--- src/rtl/ram_pkg.sv ---
// Shared definitions for the RAM BIST controller: default geometry,
// sequencer state encoding and the address-derived test pattern.
package ram_pkg;

    localparam int unsigned     RAM_ADDR_W  = 12;
    localparam int unsigned     RAM_DATA_W  = 8;
    localparam logic [7:0]      RAM_PATTERN = 8'hA5;

    typedef enum logic [2:0] {
        ST_IDLE,
        ST_WR0,
        ST_RD0,
        ST_WR1,
        ST_RD1,
        ST_DRAIN,
        ST_DONE
    } bist_state_t;

    // D(a,p): low address byte folded with the upper nibble so that aliasing
    // of addr[11:8] shows up, XORed with the seed, inverted on pass 1.
    function automatic logic [RAM_DATA_W-1:0] bist_word(
        input logic [RAM_ADDR_W-1:0] a,
        input logic                  p,
        input logic [RAM_DATA_W-1:0] seed
    );
        return (a[7:0] ^ {a[11:8], a[11:8]} ^ seed) ^ {RAM_DATA_W{p}};
    endfunction

endpackage

--- src/rtl/ram_bist_datagen.sv ---
// Combinational test-word generator D(addr, pass).
module ram_bist_datagen
    import ram_pkg::*;
#(
    parameter int unsigned          ADDR_W  = RAM_ADDR_W,
    parameter int unsigned          DATA_W  = RAM_DATA_W,
    parameter logic [DATA_W-1:0]    PATTERN = RAM_PATTERN
)(
    input  logic [ADDR_W-1:0] addr,
    input  logic              pass,
    output logic [DATA_W-1:0] word
);

    // Pattern word for the given address and pass
    always_comb begin
        word = bist_word(addr, pass, PATTERN);
    end

endmodule

--- src/rtl/ram_bist_ctrl.sv ---
// RAM built-in self-test sequencer: write/read-back of the whole array with
// an address-derived pattern and then its inverse, with error capture.
module ram_bist_ctrl
    import ram_pkg::*;
#(
    parameter int unsigned          ADDR_W  = RAM_ADDR_W,
    parameter int unsigned          DATA_W  = RAM_DATA_W,
    parameter logic [DATA_W-1:0]    PATTERN = RAM_PATTERN,
    parameter int unsigned          RD_LAT  = 1
)(
    input  logic              clk,
    input  logic              rst,
    input  logic              start,
    output logic              busy,
    output logic              done,
    output logic              pass,
    output logic [ADDR_W+1:0] err_count,
    output logic [ADDR_W-1:0] first_err_addr,
    output logic [DATA_W-1:0] first_err_data,
    output logic              first_err_pass,
    output logic              ram_we,
    output logic [ADDR_W-1:0] ram_addr,
    output logic [DATA_W-1:0] ram_din,
    input  logic [DATA_W-1:0] ram_dout
);

    bist_state_t        state, state_nxt;
    logic [ADDR_W-1:0]  cnt, cnt_nxt;
    logic               issue_we, issue_rd, issue_pass, launch, active_nxt;
    logic [DATA_W-1:0]  din_word, exp_word;
    logic               mismatch;
    logic [ADDR_W+1:0]  err_sum;

    // Compare pipeline: stage k holds the read issued k cycles ago; stage
    // RD_LAT lines up with ram_dout for that read.
    logic               pv [0:RD_LAT];
    logic [ADDR_W-1:0]  pa [0:RD_LAT];
    logic               pp [0:RD_LAT];
    logic [DATA_W-1:0]  pe [0:RD_LAT];

    // State and address counter register; cnt always equals the address of
    // the operation in flight this cycle (or the drain count in DRAIN)
    always_ff @(posedge clk) begin
        if (rst) begin
            state <= ST_IDLE;
            cnt   <= '0;
        end else begin
            state <= state_nxt;
            cnt   <= cnt_nxt;
        end
    end

    // Next-state: phases advance on the counter wrap, DRAIN waits RD_LAT cycles
    always_comb begin
        state_nxt = state;
        cnt_nxt   = cnt;
        case (state)
            ST_IDLE, ST_DONE: begin
                if (start) begin
                    state_nxt = ST_WR0;
                    cnt_nxt   = '0;
                end
            end
            ST_WR0: begin
                cnt_nxt = cnt + 1'b1;
                if (cnt == '1) state_nxt = ST_RD0;
            end
            ST_RD0: begin
                cnt_nxt = cnt + 1'b1;
                if (cnt == '1) state_nxt = ST_WR1;
            end
            ST_WR1: begin
                cnt_nxt = cnt + 1'b1;
                if (cnt == '1) state_nxt = ST_RD1;
            end
            ST_RD1: begin
                cnt_nxt = cnt + 1'b1;
                if (cnt == '1) state_nxt = ST_DRAIN;
            end
            ST_DRAIN: begin
                cnt_nxt = cnt + 1'b1;
                if (cnt == ADDR_W'(RD_LAT - 1)) begin
                    state_nxt = ST_DONE;
                    cnt_nxt   = '0;
                end
            end
            default: begin
                state_nxt = ST_IDLE;
                cnt_nxt   = '0;
            end
        endcase
    end

    // Output decode from the upcoming state so the RAM port can be registered
    always_comb begin
        issue_we   = (state_nxt == ST_WR0) || (state_nxt == ST_WR1);
        issue_rd   = (state_nxt == ST_RD0) || (state_nxt == ST_RD1);
        issue_pass = (state_nxt == ST_WR1) || (state_nxt == ST_RD1);
        active_nxt = (state_nxt != ST_IDLE) && (state_nxt != ST_DONE);
        launch     = ((state == ST_IDLE) || (state == ST_DONE)) && start;
    end

    ram_bist_datagen #(.ADDR_W(ADDR_W), .DATA_W(DATA_W), .PATTERN(PATTERN)) u_gen_din (
        .addr (cnt_nxt),
        .pass (issue_pass),
        .word (din_word)
    );

    ram_bist_datagen #(.ADDR_W(ADDR_W), .DATA_W(DATA_W), .PATTERN(PATTERN)) u_gen_exp (
        .addr (cnt_nxt),
        .pass (issue_pass),
        .word (exp_word)
    );

    // Compare at the pipeline output; err_sum includes this cycle's result so
    // pass is correct on the same edge that enters DONE
    always_comb begin
        mismatch = pv[RD_LAT] && (ram_dout != pe[RD_LAT]);
        err_sum  = err_count + (ADDR_W+2)'(mismatch);
    end

    // Compare pipeline valid bits (only these need reset)
    always_ff @(posedge clk) begin
        if (rst) begin
            for (int unsigned i = 0; i <= RD_LAT; i++) pv[i] <= 1'b0;
        end else begin
            pv[0] <= issue_rd;
            for (int unsigned i = 1; i <= RD_LAT; i++) pv[i] <= pv[i-1];
        end
    end

    // Compare pipeline payload: address, pass and expected word
    always_ff @(posedge clk) begin
        pa[0] <= cnt_nxt;
        pp[0] <= issue_pass;
        pe[0] <= exp_word;
        for (int unsigned i = 1; i <= RD_LAT; i++) begin
            pa[i] <= pa[i-1];
            pp[i] <= pp[i-1];
            pe[i] <= pe[i-1];
        end
    end

    // Registered RAM port and status outputs
    always_ff @(posedge clk) begin
        if (rst) begin
            ram_we   <= 1'b0;
            ram_addr <= '0;
            ram_din  <= '0;
            busy     <= 1'b0;
            done     <= 1'b0;
            pass     <= 1'b0;
        end else begin
            ram_we   <= issue_we;
            ram_addr <= (issue_we || issue_rd) ? cnt_nxt : '0;
            ram_din  <= issue_we ? din_word : '0;
            busy     <= active_nxt;
            done     <= (state_nxt == ST_DONE);
            pass     <= (state_nxt == ST_DONE) && (err_sum == '0);
        end
    end

    // Error counter and first-failure capture, cleared on test launch
    always_ff @(posedge clk) begin
        if (rst || launch) begin
            err_count      <= '0;
            first_err_addr <= '0;
            first_err_data <= '0;
            first_err_pass <= 1'b0;
        end else if (mismatch) begin
            err_count <= err_sum;
            if (err_count == '0) begin
                first_err_addr <= pa[RD_LAT];
                first_err_data <= ram_dout;
                first_err_pass <= pp[RD_LAT];
            end
        end
    end

endmodule

--- config.mk ---
export PLATFORM = sky130hd
export DESIGN_NAME = ram_bist_ctrl
export DESIGN_NICKNAME = d
export VERILOG_FILES = /design/src/rtl/ram_pkg.sv /design/src/rtl/ram_bist_datagen.sv /design/src/rtl/ram_bist_ctrl.sv
export SDC_FILE = /design/constraint.sdc
export NUM_CORES = 1
export LEC_CHECK = 0
export CAP_MARGIN = 25
export CORE_MARGIN = 2
export CORE_UTILIZATION = 30
export CTS_CLUSTER_DIAMETER = 30
export CTS_CLUSTER_SIZE = 28
export DETAILED_ROUTE_END_ITERATION = 12
export GPL_ROUTABILITY_DRIVEN = 0
export HOLD_SLACK_MARGIN = 0.15
export RECOVER_POWER = 25
export SLEW_MARGIN = 10
export SYNTH_ARGS = -nofsm -noshare
export SYNTH_HDL_FRONTEND = slang
export SYNTH_SLANG_ARGS = --single-unit
export TNS_END_PERCENT = 5
--- constraint.sdc ---
create_clock -name clk -period 3.7 [get_ports clk]
set_clock_uncertainty 0.2 [all_clocks]
set_input_delay 0.37 -clock clk [delete_from_list [all_inputs] [get_ports clk]]
set_output_delay 0.37 -clock clk [all_outputs]
set_load 0.05 [all_outputs]
; ---- Yosys cells after proc, flatten, opt, wreduce, memory -nomap -nowiden
; Memory sizes are Yosys's and may differ from the RTL's. A register that Yosys moved wholly into a read port is not among the register bits.
; Index checks and enable logic that the tools add are counted.
[classes]
n_addsub = 2
n_mul = 0
n_div = 0
order_cmp = 0
eq_ne = 14
shift = 0
mux = 15
bitwise = 7
n_reduce_logical = 20
[ops]
columns = cell, count
row1 = one-hot mux 12 bit (3 select lines), 1
row2 = logical NOT 14 bit, 2
row3 = 2-to-1 mux 12 bit, 2
row4 = 2-to-1 mux 3 bit, 6
row5 = one-hot mux 3 bit (6 select lines), 1
row6 = bitwise XOR 8 bit, 2
row7 = "== test 3 bit, second input constant", 5
row8 = adder 14 x 1 -> 14 bit, 1
row9 = "adder 12 x 1 -> 12 bit, second input constant", 1
row10 = "== test 12 bit, second input constant", 1
row11 = "== test 3 x 2 -> 1 bit, second input constant", 4
row12 = logical NOT 12 bit, 1
row13 = != test 8 bit, 1
row14 = "== test 3 x 1 -> 1 bit, second input constant", 2
row15 = logical OR 1 bit, 6
row16 = OR reduction 2 bit, 3
row17 = 2-to-1 mux 1 bit, 5
row18 = logical AND 1 bit, 4
row19 = inverter 4 bit, 1
row20 = OR reduction 4 bit, 1
row21 = logical NOT 3 bit, 1
row22 = "!= test 3 bit, second input constant", 1
row23 = nonzero test 3 bit, 1
row24 = inverter 1 bit, 2
row25 = 2 further kinds, 3
[totals]
regBits = 61
latch_bits = 0
mem_bits_rw = 44
mem_bits_ro = 0
inputBits = 11
output_inout_bits = 59
memories = 4
[memory_table]
columns = memory, depth, width, read_ports, rd_ports_with_merged_regs, write_ports, line_no
row1 = pa, 2, 12, 2, 1, 2, ram_bist_ctrl.sv:37  ; logic [ADDR_W-1:0] pa [0:RD_LAT];
row2 = pe, 2, 8, 2, 0, 2, ram_bist_ctrl.sv:39  ; logic [DATA_W-1:0] pe [0:RD_LAT];
row3 = pp, 2, 1, 2, 1, 2, ram_bist_ctrl.sv:38  ; logic pp [0:RD_LAT];
row4 = pv, 2, 1, 2, 0, 2, ram_bist_ctrl.sv:36  ; logic pv [0:RD_LAT];

; ---- Logic depth before layout (Yosys ltp)
; Gate-level depths: netlist (run 1).
[logic_depth]
ltp_word = 8
mapped_depth = 13
depth_no_buf = 11

; ---- By module
; Synthesis (run 1) repeated with hierarchy kept, for this count alone.
[hier_totals]
cells_unflattened = 468
area_unflattened_um2 = 4815.9
[modules_own_cells]
columns = module, n_inst, cells_per_inst, area_each_um2, seq_area_each_um2
row1 = ram_bist_ctrl, 1, 450, 4423.0, 2362.3
row2 = ram_bist_datagen, 2, 9, 196.4, 0.0

; ---- Worst setup path before layout (run 1)
; Ideal clock, no wire load.
[synth_timing]
kind = in2reg
from = input port ram_dout[6]
to = register pass
arrival_time_ps = 2859
required_time_ps = 3440
setup_slack_ps = 581
path_stages = 13
n_path_buf = 2
cell_sequence = xor2_1 > nor4_1 > a21boi_1 > clkbuf_1 > ha_1 > ha_1 > clkbuf_1 > xnor2_1 > a41oi_1 > nor4_1 > nand3_1 > nor4_1 > and3_1
[synth_between]
elab_chain_len = 5
[synth_rtl]
columns = element, line_no
row1 = "start, declared", ram_bist_ctrl.sv:24  ; input logic [DATA_W-1:0] ram_dout
row2 = != test 8 bit, ram_bist_ctrl.sv:118  ; mismatch = pv[RD_LAT] && (ram_dout != pe[RD_LAT]);
row3 = logical AND 1 bit, ram_bist_ctrl.sv:118
row4 = via mismatch, ram_bist_ctrl.sv:31  ; logic mismatch;
row5 = adder 14 x 1 -> 14 bit, ram_bist_ctrl.sv:119  ; err_sum = err_count + (ADDR_W+2)'(mismatch);
row6 = logical NOT 14 bit, ram_bist_ctrl.sv:159  ; pass <= (state_nxt == ST_DONE) && (err_sum == '0);
row7 = logical AND 1 bit, ram_bist_ctrl.sv:159
row8 = "end signal, assigned", ram_bist_ctrl.sv:159
row9 = "end, declared", ram_bist_ctrl.sv:16  ; output logic pass,
; The timed path passes the listed nets, and every way through them passes these cells.
; A chain may end at the register's enable or synchronous reset.

; ---- Final worst setup path (run 1)
[layout_timing]
from = register cnt[0]
to = register ram_din[4]
[layout_between]
elab_chain_len = 7
[layout_rtl]
columns = element, line_no
row1 = "start, declared", ram_bist_ctrl.sv:28  ; logic [ADDR_W-1:0] cnt, cnt_nxt;
row2 = "start signal, assigned", ram_bist_ctrl.sv:49  ; cnt <= cnt_nxt;
row3 = branches (longest 7 deep; another with adder 12 x 1 -> 12 bit), -
row4 = "end signal, assigned", ram_bist_ctrl.sv:156  ; ram_din <= issue_we ? din_word : '0;
row5 = "end, declared", ram_bist_ctrl.sv:23  ; output logic [DATA_W-1:0] ram_din,
; Several ways; the timed one is not identified.

==> impl_metrics.tcl, run 1 <==
set metrics [dict create \
    status "completed" \
    synth_cells 469 \
    drt_iter0_drc 271 \
    firstDrtPassIters 4 \
    reg2reg_from "cnt[0]" \
    netlist_area_mm2 0.00470 \
    setup_violations 0 \
    dpl.cell_count 732 \
    synthToLayoutAreaGrowth_pct 34.8 \
    antennaDiodeCount 0 \
    syn_avg_cell_area_um2 10.0 \
    p_leak_nw 2.50 \
    cts.sinks 118 \
    cts_root_buf "clkbuf_16" \
    layout-drive-gt1-share 0.106 \
    multiInputGateArea_mm2 0.00215 \
    async_flop_share 0 \
    grt_antenna_before_repair 0 \
    p_clk_frac 0.526 \
    drcViolationCount 0 \
    final_common_cell "dfxtp_1" \
    min_from "pe[0][5]" \
    pwr-share-seq 0.432 \
    p_comb_frac 0.042 \
    synth_nets 485 \
    io_pins 70 \
    internal-power_w 0.00238 \
    required_ns 3.82 \
    cp-end-kind "flop" \
    antenna_left 0 \
    worst_slew_pin_slew_ns 0.758 \
    cts_resized 0 \
    finalCritPeriodShare 0.821 \
    htreeDepth 4 \
    fin_nets 573 \
    die_h_um 129 \
    irDropWorstVdd_uv 342 \
    dp_hpwl_um 7400 \
    period_needed_ns 3.04 \
    placementRows 45 \
    yosysWarningCount 0 \
    rsz0062_at_grt "false" \
    switching_power_w 0.000623 \
    hold_viol 0 \
    avgRoutedWirePerCell_um 13.6 \
    drv_cap 0 \
    synth-seq-cells 118 \
    clk_pin_slew_ns 0.05 \
    vias 3599 \
    min_path_type "flop to flop" \
    placed_area_mm2 0.00560 \
    maxSlewHeadroom 0.491 \
    grt_start_max_net_pins 36 \
    power_density_mw_per_mm2 474 \
    final_max_slew_viol_count 0 \
    first_global_vias 3460 \
    synth_edf_count 0 \
    cts_buffers 17 \
    cts_tree "yes" \
    ys_seq_area_frac 0.502 \
    grt_use_total 0.130 \
    nFillCells 1474 \
    cp.arrival_ns 3.16 \
    regArea_mm2 0.00236 \
    switching_share 0.207 \
    grt_overflow 0 \
    final_cells 779 \
    whs_ns 0.156 \
    clockBufferDepth 2 \
    clkLatencyLatePin_ns 0.40 \
    vias_per_cell 4.62 \
    startpoint "cnt[0]" \
    grt_pass1_wl_um 17000 \
    crit_path_start_kind "flop" \
    tns_ns 0 \
    die_w_um 129 \
    critical_path_peak_fanout 7 \
    final_area_mm2 0.00634 \
    synth_ff_type "dfxtp_1" \
    wl_um 10600 \
    final_cell_mix "dfxtp_1, nor2_1, clkdlybuf4s50_1" \
    numPortBuffers 69 \
    timing.fmax_ghz 0.329 \
    coreArea_mm2 0.0153 \
    initial_core_util 0.308 \
    criticalPathCategory "flop to flop" \
    synth.distinct_cells 66 \
    die-area_mm2 0.0167 \
]
## cell families after synthesis
family / count (synthesis) / synth area share
AO/OA/AOI/OAI: 52 / 0.0947
XOR/XNOR: 44 / 0.0867
adder cells (fa/ha/maj): 5 / 0.0133
buffers and inverters: 44 / 0.0394
flip-flops: 118 / 0.502
multiplexers: 33 / 0.0713
AND/OR/NAND/NOR: 173 / 0.193
## repair_timing
action,in CTS,in global routing
setup endpoints to repair,0,0
buffers inserted,0,0
hold buffers,17,0
endpoints found under the hold margin,17,0
## power groups by stage
stage	clock network [W]	registers (W)	logic, W
after floorplan	0	0.00134	0.0000589
after global placement	0	0.00132	0.000121
after detailed placement	0	0.00132	0.000124
after CTS	0.00162	0.00130	0.000129
after global routing	0.00168	0.00130	0.000137
final	0.00158	0.00130	0.000126
## area by class of cell
type	count	share of cell area
clock inverter	8	0.0156
inverter	20	0.0118
sequential	118	0.372
timing repair buffer	93	0.144
clock buffer	22	0.0763
multi-input combinational	307	0.338
tap	211	0.0416
## per-stage QoR
step           total power [W]  setup WS, ns  utilization
2_1_floorplan          0.00140         0.581            -
3_3_place_gp           0.00145         0.372        0.367
3_5_place_dp           0.00145         0.361        0.367
4_1_cts                0.00304         0.735        0.416
5_1_grt                0.00311         0.458        0.416
6_report               0.00301         0.662        0.416
## cells in the mapped netlist (8+ instances only)
library cell	instances	share of area
o31ai_1	8	0.013
nor4_1	11	0.015
mux2i_1	31	0.066
nand2_1	24	0.019
a21oi_1	9	0.0096
nand3_1	13	0.014
nor2b_1	9	0.012
xnor2_1	15	0.028
xor2_1	26	0.048
nor3_1	8	0.0085
dfxtp_1	118	0.50
inv_1	18	0.014
clkbuf_1	15	0.012
nor2_1	64	0.051
## critical path: stages (launching register included)
cell      delay, ns
dfxtp_1        0.43
ha_1           0.26
nand3_2        0.20
nor3_1         0.63
mux2i_2        0.18
o311ai_4       0.55
xnor2_1        0.26
mux2i_1        0.24
## worst paths after layout
check                to  slack, ns  depth (start not counted)
max          ram_din[4]       0.66                          7
min           pe[0][13]       0.16                          0
max reg2reg  ram_din[4]       0.66                          7
min reg2reg   pe[0][13]       0.16                          0
## flip-flops by register name (all words and copies together), names as in the netlist
signal          count
state               3
first_err_addr     12
pe                 16
ram_we              1
pa                 24
pp                  2
busy                1
done                1
cnt                12
pv                  2
first_err_data      8
pass                1
first_err_pass      1
ram_addr           12
ram_din             8
err_count          14
## layer usage
layer / vias up / routed length, µm / GRT usage
li1: 1781 / - / -
met3: 16 / 464 / 0.0285
met1: 1684 / 4620 / 0.154
met2: 118 / 5270 / 0.222
met5: - / 0 / 0
met4: 0 / 200 / 0.0652
No activity file was read; power rests on OpenSTA's default activity.
==> run 2, diff against run 1 <==
==> constraint.sdc (replaced) <==
create_clock -name clk -period 2.5 [get_ports clk]
set_clock_uncertainty 0.2 [all_clocks]
set_input_delay 0.25 -clock clk [delete_from_list [all_inputs] [get_ports clk]]
set_output_delay 0.25 -clock clk [all_outputs]
set_load 0.05 [all_outputs]
==> run 2 against run 1 <==
The run now ends with negative setup slack left. Total power up 55%. First-iteration DRC count is 23% higher. Wire length rose by 8.6%. Highest routed layer unchanged. Largest cell class unchanged. Cell area is 8.9% higher. Non-clock buffer count increased by 46. Clock-buffer cell count is 5 lower. Core utilization is 3.7 points higher. Critical path type is now primary input to flop.
==> impl_metrics.tcl, run 2 (synthesis results as in run 1) <==
set metrics [dict create \
    dr_wl_met3_um 528 \
    drcViolationCount 0 \
    switching_share 0.230 \
    avgRoutedWirePerCell_um 13.9 \
    antenna_left 0 \
    io_pins 70 \
    reg2reg_from "pe[0][9]" \
    synthToLayoutAreaGrowth_pct 46.9 \
    p_leak_nw 2.76 \
    startpoint "ram_dout[6]" \
    initial_core_util 0.308 \
    timing.fmax_ghz 0.385 \
    setup_violations 7 \
    clockBufferDepth 2 \
    drv_cap 0 \
    cp.arrival_ns 2.74 \
    switching_power_w 0.00107 \
    vias 3810 \
    min_from "pe[0][0]" \
    hold_depth 0 \
    clk_pin_slew_ns 0.06 \
    top_layer_used "met4" \
    maxSlewHeadroom 0.505 \
    period_needed_ns 2.60 \
    nFillCells 1405 \
    r2r_slack_ns -0.09 \
    final_max_slew_viol_count 0 \
    min_delay_worst_endpoint "pe[0][8]" \
    die_h_um 129 \
    rsz0062_at_grt "true" \
    internal-power_w 0.00358 \
    antennaDiodeCount 0 \
    grt_pass1_wl_um 18000 \
    final_common_cell "dfxtp_1" \
    layout-drive-gt1-share 0.219 \
    wl_met1_um 4910 \
    final_cell_mix "dfxtp_1, nor2_1, clkdlybuf4s50_1" \
    setup_slack_ns -0.100 \
    clkLatencyLatePin_ns 0.41 \
    cts_tree "yes" \
    cts_setup_buffers 0 \
    drt_iter0_drc 333 \
    grt_start_max_net_pins 36 \
    wl_um 11500 \
    finalCritPeriodShare 1.04 \
    p_comb_frac 0.047 \
    required_ns 2.64 \
    min_path_type "flop to flop" \
    first_global_vias 3744 \
    place_ws_ns -0.595 \
    cts_buffers 17 \
    cts_root_buf "clkbuf_16" \
    fin_util 0.453 \
    die-area_mm2 0.0167 \
    fin_nets 619 \
    cts.sinks 118 \
    numPortBuffers 69 \
    criticalPathCategory "primary input to flop" \
    htreeDepth 4 \
    hold_viol 0 \
    regMostFlops "pa" \
    grt_overflow 0 \
    p_clk_frac 0.542 \
    critical_path_peak_fanout 4 \
    worst_slew_pin_slew_ns 0.743 \
    violations "negative setup slack" \
    die_w_um 129 \
    cp-end-kind "flop" \
    vias_per_cell 4.61 \
    firstDrtPassIters 4 \
    grt_antenna_before_repair 0 \
    pwr-share-seq 0.412 \
    reg.largest.list "pa: 24 flops, pe: 16 flops, err_count: 14 flops" \
    largest_reg_flops 24 \
    rr_worst_depth 11 \
    dp_hpwl_um 8190 \
    r2r-end "pass" \
    status "finished, violations left" \
    crit_path_start_kind "primary input" \
    placementRows 45 \
    irDropWorstVdd_uv 578 \
    grt_use_total 0.137 \
    coreArea_mm2 0.0153 \
    route.met2.wl_um 5860 \
    power_density_mw_per_mm2 673 \
]
-- run 2: cell types whose count changed in the layout (fill, tap and decap cells not counted), moves of 5 or more --
cell / before / now
clkdlybuf4s50_1: 47 / 53
nor4_1: 11 / 6
dfxtp_2: 0 / 6
buf_4: 7 / 47
dfxtp_1: 118 / 112
inv_6: 0 / 6
-- run 2: cell type report --
class                   count  area (µm²)  area share
well taps                 211         264      0.0382
inverters                  20        75.1      0.0109
flip-flops and latches    118        2370       0.343
multi-input cells         307        2300       0.333
clock buffers              17         425      0.0616
clock inverters            15         191      0.0277
repair buffers            139        1280       0.186
-- run 2: power by group through the flow --
stage | Combinational [W] | Clock, W | Sequential, W
finish | 0.000217 | 0.00252 | 0.00192
global route | 0.000233 | 0.00265 | 0.00192
CTS | 0.000216 | 0.00256 | 0.00192
detailed placement | 0.000210 | 0 | 0.00196
global placement | 0.000208 | 0 | 0.00196
floorplan | 0.0000871 | 0 | 0.00199
-- run 2: metal layers --
layer	vias to the layer above	GRT usage
met5	-	0
met4	0	0.0588
met3	13	0.0355
met2	86	0.233
met1	1832	0.163
li1	1879	-
-- run 2: timing repair --
item / CTS / global route
endpoints found under the setup margin: 9 / 19
hold endpoints to repair: 19 / 0
pin swaps: 3 / 11
hold buffers: 19 / 0
gates resized for setup: 6 / 19
-- run 2: how the worst max path moves through the flow --
stage | to
detailed placement | pass
CTS | pass
floorplan | pass
finish | pass
global route | pass
global placement | pass
-- run 2: critical path: stages --
cell and delay (ns):
clkdlybuf4s50_1 0.44, xor2_1 0.19, nor4_2 0.33, a21boi_2 0.13, ha_4 0.19, ha_4 0.16
xnor2_2 0.15, a41oi_2 0.11, nor4_2 0.26, nand3_1 0.11, nor4_1 0.23, and3_1 0.19
-- run 2: metrics by stage --
step                std cells  setup TNS [ns]  area, µm²  power [W]  hold WS (ns)
CTS                       828         -0.0876       6850    0.00469         0.153
detailed placement        777           -7.84       6010    0.00217         0.112
floorplan                 469          -0.210       4770    0.00207         0.110
global placement          777           -5.59       6010    0.00216         0.110
finish                    827          -0.198       6910    0.00465         0.147
global route              827           -2.03       6910    0.00480         0.151
